`config.mk`:
```
export PLATFORM = sky130hd
export DESIGN_NAME = tohost_dev
export DESIGN_NICKNAME = d
export VERILOG_FILES = /design/src/rtl/tohost_dev.sv
export SDC_FILE = /design/constraint.sdc
export NUM_CORES = 1
export LEC_CHECK = 0
export BUFFER_PORTS_ARGS = -buffer_cell sky130_fd_sc_hd__buf_2
export CELL_PAD_IN_SITES_DETAIL_PLACEMENT = 0
export CELL_PAD_IN_SITES_GLOBAL_PLACEMENT = 2
export CORE_ASPECT_RATIO = 0.6
export CORE_UTILIZATION = 39
export DETAILED_ROUTE_END_ITERATION = 8
export GPL_TIMING_DRIVEN = 0
export PLACE_DENSITY = 0.82
export SLEW_MARGIN = 20
export SYNTH_ARGS = -nofsm -noshare
export SYNTH_HDL_FRONTEND = slang
export SYNTH_SLANG_ARGS = --single-unit
```
`constraint.sdc`:
```
create_clock -name clk -period 5.8 [get_ports clk]
set_input_delay 0.87 -clock clk [delete_from_list [all_inputs] [get_ports clk]]
set_output_delay 0.87 -clock clk [all_outputs]
set_load 0.02 [all_outputs]
```
`src/rtl/tohost_dev.sv`:
```
// Memory-mapped "tohost" responder: decodes the program's exit report, buffers console bytes,
// and exposes free-running cycle/retire counters on a single-outstanding request/response bus.
module tohost_dev #(
    parameter logic [31:0] BASE_ADDR  = 32'h0000_3000,
    parameter int unsigned FIFO_DEPTH = 8
) (
    input  logic        clk,
    input  logic        cpurst,
    input  logic        req_valid,
    output logic        req_ready,
    input  logic        req_we,
    input  logic [31:0] req_addr,
    input  logic [31:0] req_wdata,
    input  logic [3:0]  req_wstrb,
    output logic        rsp_valid,
    output logic [31:0] rsp_rdata,
    output logic        rsp_err,
    input  logic        inst_retire,
    output logic        char_valid,
    output logic [7:0]  char_data,
    input  logic        char_ready,
    output logic        test_done,
    output logic        test_pass,
    output logic [30:0] test_code
);

    localparam int unsigned AW = $clog2(FIFO_DEPTH);
    localparam logic [AW:0] FULL_CNT = (AW+1)'(FIFO_DEPTH);

    typedef enum logic {RUN, DONE} state_t;
    state_t state;

    logic [31:0]   fromhost;
    logic [31:0]   cycle_cnt;
    logic [31:0]   instret_cnt;
    logic [7:0]    fifo_mem [FIFO_DEPTH];
    logic [AW-1:0] wr_ptr;
    logic [AW-1:0] rd_ptr;
    logic [AW:0]   count;

    logic          hit;
    logic [2:0]    offset;
    logic          fifo_full;
    logic          putchar_wr;
    logic          accept;
    logic          push;
    logic          pop;
    logic          tohost_exit;
    logic [31:0]   rdata_next;

    assign hit        = (req_addr[31:5] == BASE_ADDR[31:5]) && (req_addr[1:0] == 2'b00);
    assign offset     = req_addr[4:2];
    assign fifo_full  = (count == FULL_CNT);
    assign putchar_wr = req_valid && req_we && hit && (offset == 3'd4);

    // A PUTCHAR write into a full FIFO is held off rather than dropped.
    assign req_ready  = !rsp_valid && !(putchar_wr && fifo_full);
    assign accept     = req_valid && req_ready;
    assign push       = accept && putchar_wr;
    assign pop        = char_valid && char_ready;
    assign tohost_exit = accept && req_we && hit && (offset == 3'd0) &&
                         (req_wstrb == 4'hF) && req_wdata[0];

    assign char_valid = (count != '0);
    assign char_data  = char_valid ? fifo_mem[rd_ptr] : '0;

    always_comb begin
        rdata_next = '0;
        if (!req_we && hit) begin
            case (offset)
                3'd1:    rdata_next = fromhost;
                3'd2:    rdata_next = cycle_cnt;
                3'd3:    rdata_next = instret_cnt;
                3'd5:    rdata_next = {29'b0, fifo_full, test_pass, test_done};
                default: rdata_next = '0;
            endcase
        end
    end

    always_ff @(posedge clk) begin
        if (cpurst) begin
            rsp_valid <= 1'b0;
            rsp_rdata <= '0;
            rsp_err   <= 1'b0;
        end else begin
            rsp_valid <= accept;
            rsp_rdata <= accept ? rdata_next : '0;
            rsp_err   <= accept && !hit;
        end
    end

    always_ff @(posedge clk) begin
        if (cpurst) begin
            fromhost <= '0;
        end else if (accept && req_we && hit && (offset == 3'd1)) begin
            for (int unsigned b = 0; b < 4; b++) begin
                if (req_wstrb[b]) fromhost[8*b +: 8] <= req_wdata[8*b +: 8];
            end
        end
    end

    always_ff @(posedge clk) begin
        if (cpurst) begin
            cycle_cnt   <= '0;
            instret_cnt <= '0;
        end else if (state == RUN) begin
            cycle_cnt <= cycle_cnt + 32'd1;
            if (inst_retire) instret_cnt <= instret_cnt + 32'd1;
        end
    end

    always_ff @(posedge clk) begin
        if (cpurst) begin
            state     <= RUN;
            test_done <= 1'b0;
            test_pass <= 1'b0;
            test_code <= '0;
        end else begin
            case (state)
                RUN: begin
                    if (tohost_exit) begin
                        state     <= DONE;
                        test_done <= 1'b1;
                        test_code <= req_wdata[31:1];
                        test_pass <= (req_wdata[31:1] == 31'd0);
                    end
                end
                DONE: state <= DONE;
                default: state <= RUN;
            endcase
        end
    end

    always_ff @(posedge clk) begin
        if (push) fifo_mem[wr_ptr] <= req_wdata[7:0];
    end

    always_ff @(posedge clk) begin
        if (cpurst) begin
            wr_ptr <= '0;
            rd_ptr <= '0;
            count  <= '0;
        end else begin
            if (push) wr_ptr <= wr_ptr + 1'b1;
            if (pop)  rd_ptr <= rd_ptr + 1'b1;
            case ({push, pop})
                2'b10:   count <= count + 1'b1;
                2'b01:   count <= count - 1'b1;
                default: count <= count;
            endcase
        end
    end

endmodule
```
# Word level (Yosys, flattened, before mapping)
# Memories as Yosys holds them, arrays and structs flattened. A register that Yosys moved wholly into a read port is not among the register bits.
# Cells that the tools add are included.
# op_classes
eq_ne,10
add_sub_neg,6
n_bitwise,3
n_reduce_logical,33
mux,9
# ops
operator,count
$pmux W32 S4,1
$add A32 B1 Y32 const B,2
$logic_not A31 Y1,1
$eq A27 B9 Y1 const B,1
$logic_and A1 B1 Y1,17
$reduce_and A2 Y1,6
$eq A4 B4 Y1 const B,2
$mux W8,1
$pmux W4 S2,1
$add A3 B1 Y3 const B,2
$eq A3 B2 Y1 const B,2
$eq A3 B3 Y1 const B,2
$mux W3,2
$add A4 B1 Y4 const B,1
$logic_not A1 Y1,4
$reduce_bool A4 Y1,1
$sub A4 B1 Y4 const B,1
$eq A3 B1 Y1 const B,1
$logic_not A3 Y1,1
$mux W1,3
$not A1 Y1,3
$reduce_or A3 Y1,1
$eq A2 B1 Y1 const B,1
$eq A2 B2 Y1 const B,1
3 further kinds,3
# totals
ram_bits,64
reg_bits,174
mem_count,1
wordCells,78
# memory_table
name,words,width,read_ports,rd_ports_with_merged_regs,write_ports,line,text
fifo_mem,8,8,1,1,1,36,logic [7:0] fifo_mem [FIFO_DEPTH];

# Logic depth before layout (Yosys ltp)
# depth
word_depth,15
ltp_mapped,12

# Worst setup path before layout
# Ideal clock, no wire load.
# synth_timing
path_type,input to register
from,in req_addr[9]
to,reg count[2]
required_time_ns,5.730
slack_ns,2.523
path_stages,12
arrival_time_ns,3.207
setup_ns,0.070
path_buffers,1
path_cell_list,nor4b_1 > nand4_1 > clkbuf_1 > nor2_1 > nand2_1 > ha_1 > xor2_1 > ha_1 > a21oi_1 > xor2_1 > or3_1 > a21oi_1
# synth_via
elab_chain_cells,11
elab_cells_between_ends,13
# synth_lines
item,line,text
from (decl),12,"input logic [31:0] req_addr,"
$eq A27 B9 Y1 (*),51,assign hit = (req_addr[31:5] == BASE_ADDR[31:5]) && (req_addr[1:0] == 2'b00);
$logic_and A1 B1 Y1 (*),51,
$logic_and A1 B1 Y1 (*) (2 in a row),54,assign putchar_wr = req_valid && req_we && hit && (offset == 3'd4);
$logic_and A1 B1 Y1,57,assign req_ready = !rsp_valid && !(putchar_wr && fifo_full);
$logic_not A1 Y1,57,
$logic_and A1 B1 Y1,57,
$logic_and A1 B1 Y1,58,assign accept = req_valid && req_ready;
$logic_and A1 B1 Y1 (*),59,assign push = accept && putchar_wr;
$eq A2 B1 Y1 or $eq A2 B2 Y1 (tied branches),146,"case ({push, pop})"
$pmux W4 S2 or $reduce_bool A2 Y1 (tied branches),--,
to (signal assigned),147,2'b10: count <= count + 1'b1;
to (signal assigned),148,2'b01: count <= count - 1'b1;
to (signal assigned),149,default: count <= count;
to (decl),39,logic [AW:0] count;
# Every way passes the cells marked *; elsewhere a longest branch is shown, timed or not.
# A chain may end at the register's enable or synchronous reset.

# Final worst setup path
# layout_timing
from,in req_addr[20]
to,out req_ready
# layout_via
elab_chain_cells,7
# layout_lines
item,line,text
$eq A27 B9 Y1,51,
$logic_and A1 B1 Y1,51,
$logic_and A1 B1 Y1 (2 in a row),54,
$logic_and A1 B1 Y1,57,
$logic_not A1 Y1,57,
$logic_and A1 B1 Y1,57,
to (decl),10,"output logic req_ready,"
# Every way passes these cells.

==> results.yml <==
global_route:
  grt_pass1_wl_um: 52500
  grt_max_degree: 16
  grt_usage_pct: 24.5
  grt_overflow_total: 0
  first_global_vias: 8595
  antenna_found_initial: 4
worst_setup_path:
  startpoint: "req_addr[20]"
  path_delay_family: "simple AND/OR/NAND/NOR gates"
  r2r-start: "rsp_valid$_SDFF_PP0_"
  cp.required_ns: 4.93
  cp_max_fo: 10
  rr_worst_depth: 11
  cp.depth: 7
  arrival_ns: 3.03
  endpoint_kind: "primary output"
  crit_path_top_delay_cell: "nand4_1"
  crit_chain: "buf_2 -> nor4_1 -> nand4_1 -> clkbuf_1 -> nor2_1 -> a31oi_1 -> buf_2"
  max_stage_delay_ns: 0.45
  worst_path_most_repeated_cell: "buf_2"
  worst-path-buf-inv: 3
  crit_type: "input port to primary output"
  worstSetupStartpointType: "input port"
synth:
  synth_compound_area_share_pct: 14.8
  synth_xor_area_share_pct: 2.12
  synth_mux_area_share_pct: 8.37
  synth_cells: 1055
  ys_warn_count: 0
  ys_top_cells_by_area: "dfxtp_1, edfxtp_1, o31ai_1, a21oi_1, nand4_1"
  synth_seq_cells: 241
  synth.most_common_cell: "dfxtp_1"
  post_synth_num_cell_types: 49
  synth_edf_count: 64
  syn_area_um2: 10700
  avgSynthCellArea_um2: 10.2
  netlist.area_leader.share_pct: 33.1
  yosys.area_share.adder_pct: 0.817
  synth_common_cells: "dfxtp_1, a21oi_1, o31ai_1, nand4_1, clkbuf_1"
  async_flop_share_pct: 0
  synth_ff_type: "dfxtp_1"
  ys_seq_area_share_pct: 51.0
  synth_top_area_cell: "dfxtp_1"
  synth_nets: 1136
  synthSimpleGateAreaFrac_pct: 18.7
  synth_top_family_by_area: "simple AND/OR/NAND/NOR gates"
hold_path:
  hold_path_class: "flop to flop"
  worstHoldStart: "test_code[2]$_SDFFE_PP0P_"
  min_path_cells: 2
die:
  initial_core_util_pct: 40.1
  rows: 46
  fp.coreArea_um2: 26700
  die_x_um: 216
  io_pins: 151
  die_height_um: 130
  die_area_um2: 28200
clocking:
  clkTransAtPathRegs_ns: 0.06
  clockRootBuffer: "clkbuf_16"
  cts_sinks: 241
  cts-resized-gates: 0
  ctsHoldBuffers: 0
  htreeDepth: 1
  insertion_delay_ns: 0.53
  cts_tree: "built"
  cts_made_buffers: 24
  post_cts_buffers: 0
  cts_buffer_depth: 3
timing:
  rsz0062_at_grt: "no"
  finClkSkew_ns: 0.0121
  slew_violations: 0
  finalCriticalPeriod_ns: 3.90
  post-route-period-util_pct: 67.2
  slew_headroom_pct: 37.2
  worst_slew_pin_slew_ns: 0.934
  hold_viol_final: 0
  fin_ws_ns: 1.90
  fmax_ghz: 0.256
  setup_viol: 0
  setup_tns_ns: 0
final_layout:
  drive_above_1_share_pct: 21.3
  finalNetCount: 1312
  syn2layout_area_growth_pct: 19.4
placed_design:
  place_hpwl_um: 26300
  routabilityCongestion: 0.844
  io_buffers: 150
  pre_cts_slack_ns: 1.53
run:
  drv_cap: 0
route:
  wl_per_cell_um: 21.8
  routed_wl_um: 35100
  ant_nets: 0
  drcViolationCount: 0
  viasPerCell: 5.81
  first_iter_violations: 851
  firstDrtPassIters: 5
  vias: 9348
power:
  power.internal_uw: 2740
  clkPwrFrac_pct: 46.9
  power_frac_comb_pct: 3.7
  swShare_pct: 22.0
  p_leak_uw: 0.00430
  p_seq_share_pct: 49.4
  cellPowerDensity_nw_per_um2: 274
  power.switching_uw: 773
  ir_worst_vdd_v: 0.000153
run_status:
  status: "complete, no violations"
[through the flow]
| step | instance area [um2] | total power, uW | hold slack [ns] | util [%] | cells |
|---|---|---|---|---|---|
| after floorplan | 10700 | 1820 | 0.442 | - | 1055 |
| after global placement | 11900 | 1900 | 0.453 | 44.6 | 1565 |
| after detailed placement | 12000 | 1900 | 0.458 | 44.9 | 1565 |
| after CTS | 12800 | 3530 | 0.467 | 47.9 | 1609 |
| after global routing | 12800 | 3610 | 0.487 | 47.9 | 1609 |
| final | 12800 | 3510 | 0.465 | 47.9 | 1610 |
[placed cells by master (no fill, tap or decap), drive strengths merged, types with 32 or more instances in the layout]
cell	n
a21oi	107
a22oi	32
buf	168
clkbuf	113
dfxtp	177
edfxtp	64
mux2	37
nand4	81
nor2	79
o31ai	85
[flip-flops by register name, indices dropped and copies added, names as in the netlist, named ones only]
register,flops
fifo_mem,64
cycle_cnt,32
fromhost,32
instret_cnt,32
rsp_rdata,32
test_code,31
count,4
rd_ptr,3
wr_ptr,3
rsp_err,1
rsp_valid,1
state,1
test_done,1
test_pass,1
[layout make-up]
type,count,area [um2]
flip-flops and latches,241,5470
fillers,2561,13900
multi-input cells,696,4860
inverters,20,75.1
clock inverters,11,155
well taps,360,450
plain buffers,98,383
repair buffers,150,751
diodes,1,2.50
clock buffers,33,657
[cells by family after synthesis]
| group | after synthesis |
|---|---|
| flip-flops | 241 |
| buffers and inverters | 118 |
| adder cells (fa/ha/maj) | 7 |
| multiplexers | 65 |
| AO/OA/AOI/OAI | 254 |
| AND/OR/NAND/NOR | 344 |
| XOR/XNOR | 26 |
[path summary, 6_finish.rpt]
| path | end | slack (ns) |
|---|---|---|
| setup / recovery | req_ready | 1.90 |
| hold reg to reg | test_code[2]$_SDFFE_PP0P_ | 0.47 |
| hold / removal | test_code[2]$_SDFFE_PP0P_ | 0.47 |
| setup reg to reg | count[2]$_SDFFE_PP0P_ | 2.43 |
[metal layers]
layer	part of all wire [%]	track usage (%)	vias to the layer above
met5	0.11	0	-
met3	7.9	4.63	33
met1	52	40.1	4559
li1	-	-	4405
met2	39	32.7	345
met4	1.1	3.73	6
[tightest hold or removal path, cell delays in order (launching register included)]
cell,delay [ns]
dfxtp_1,0.31
o31ai_1,0.06
a21oi_1,0.05
[power by group through the flow]
stage | Clock, uW | Combinational, uW | Sequential, uW
global placement | 0 | 126 | 1770
detailed placement | 0 | 128 | 1770
global route | 1730 | 139 | 1730
CTS | 1670 | 128 | 1730
floorplan | 0 | 50.0 | 1770
finish | 1650 | 131 | 1730
(Power assumes the default switching activity.)
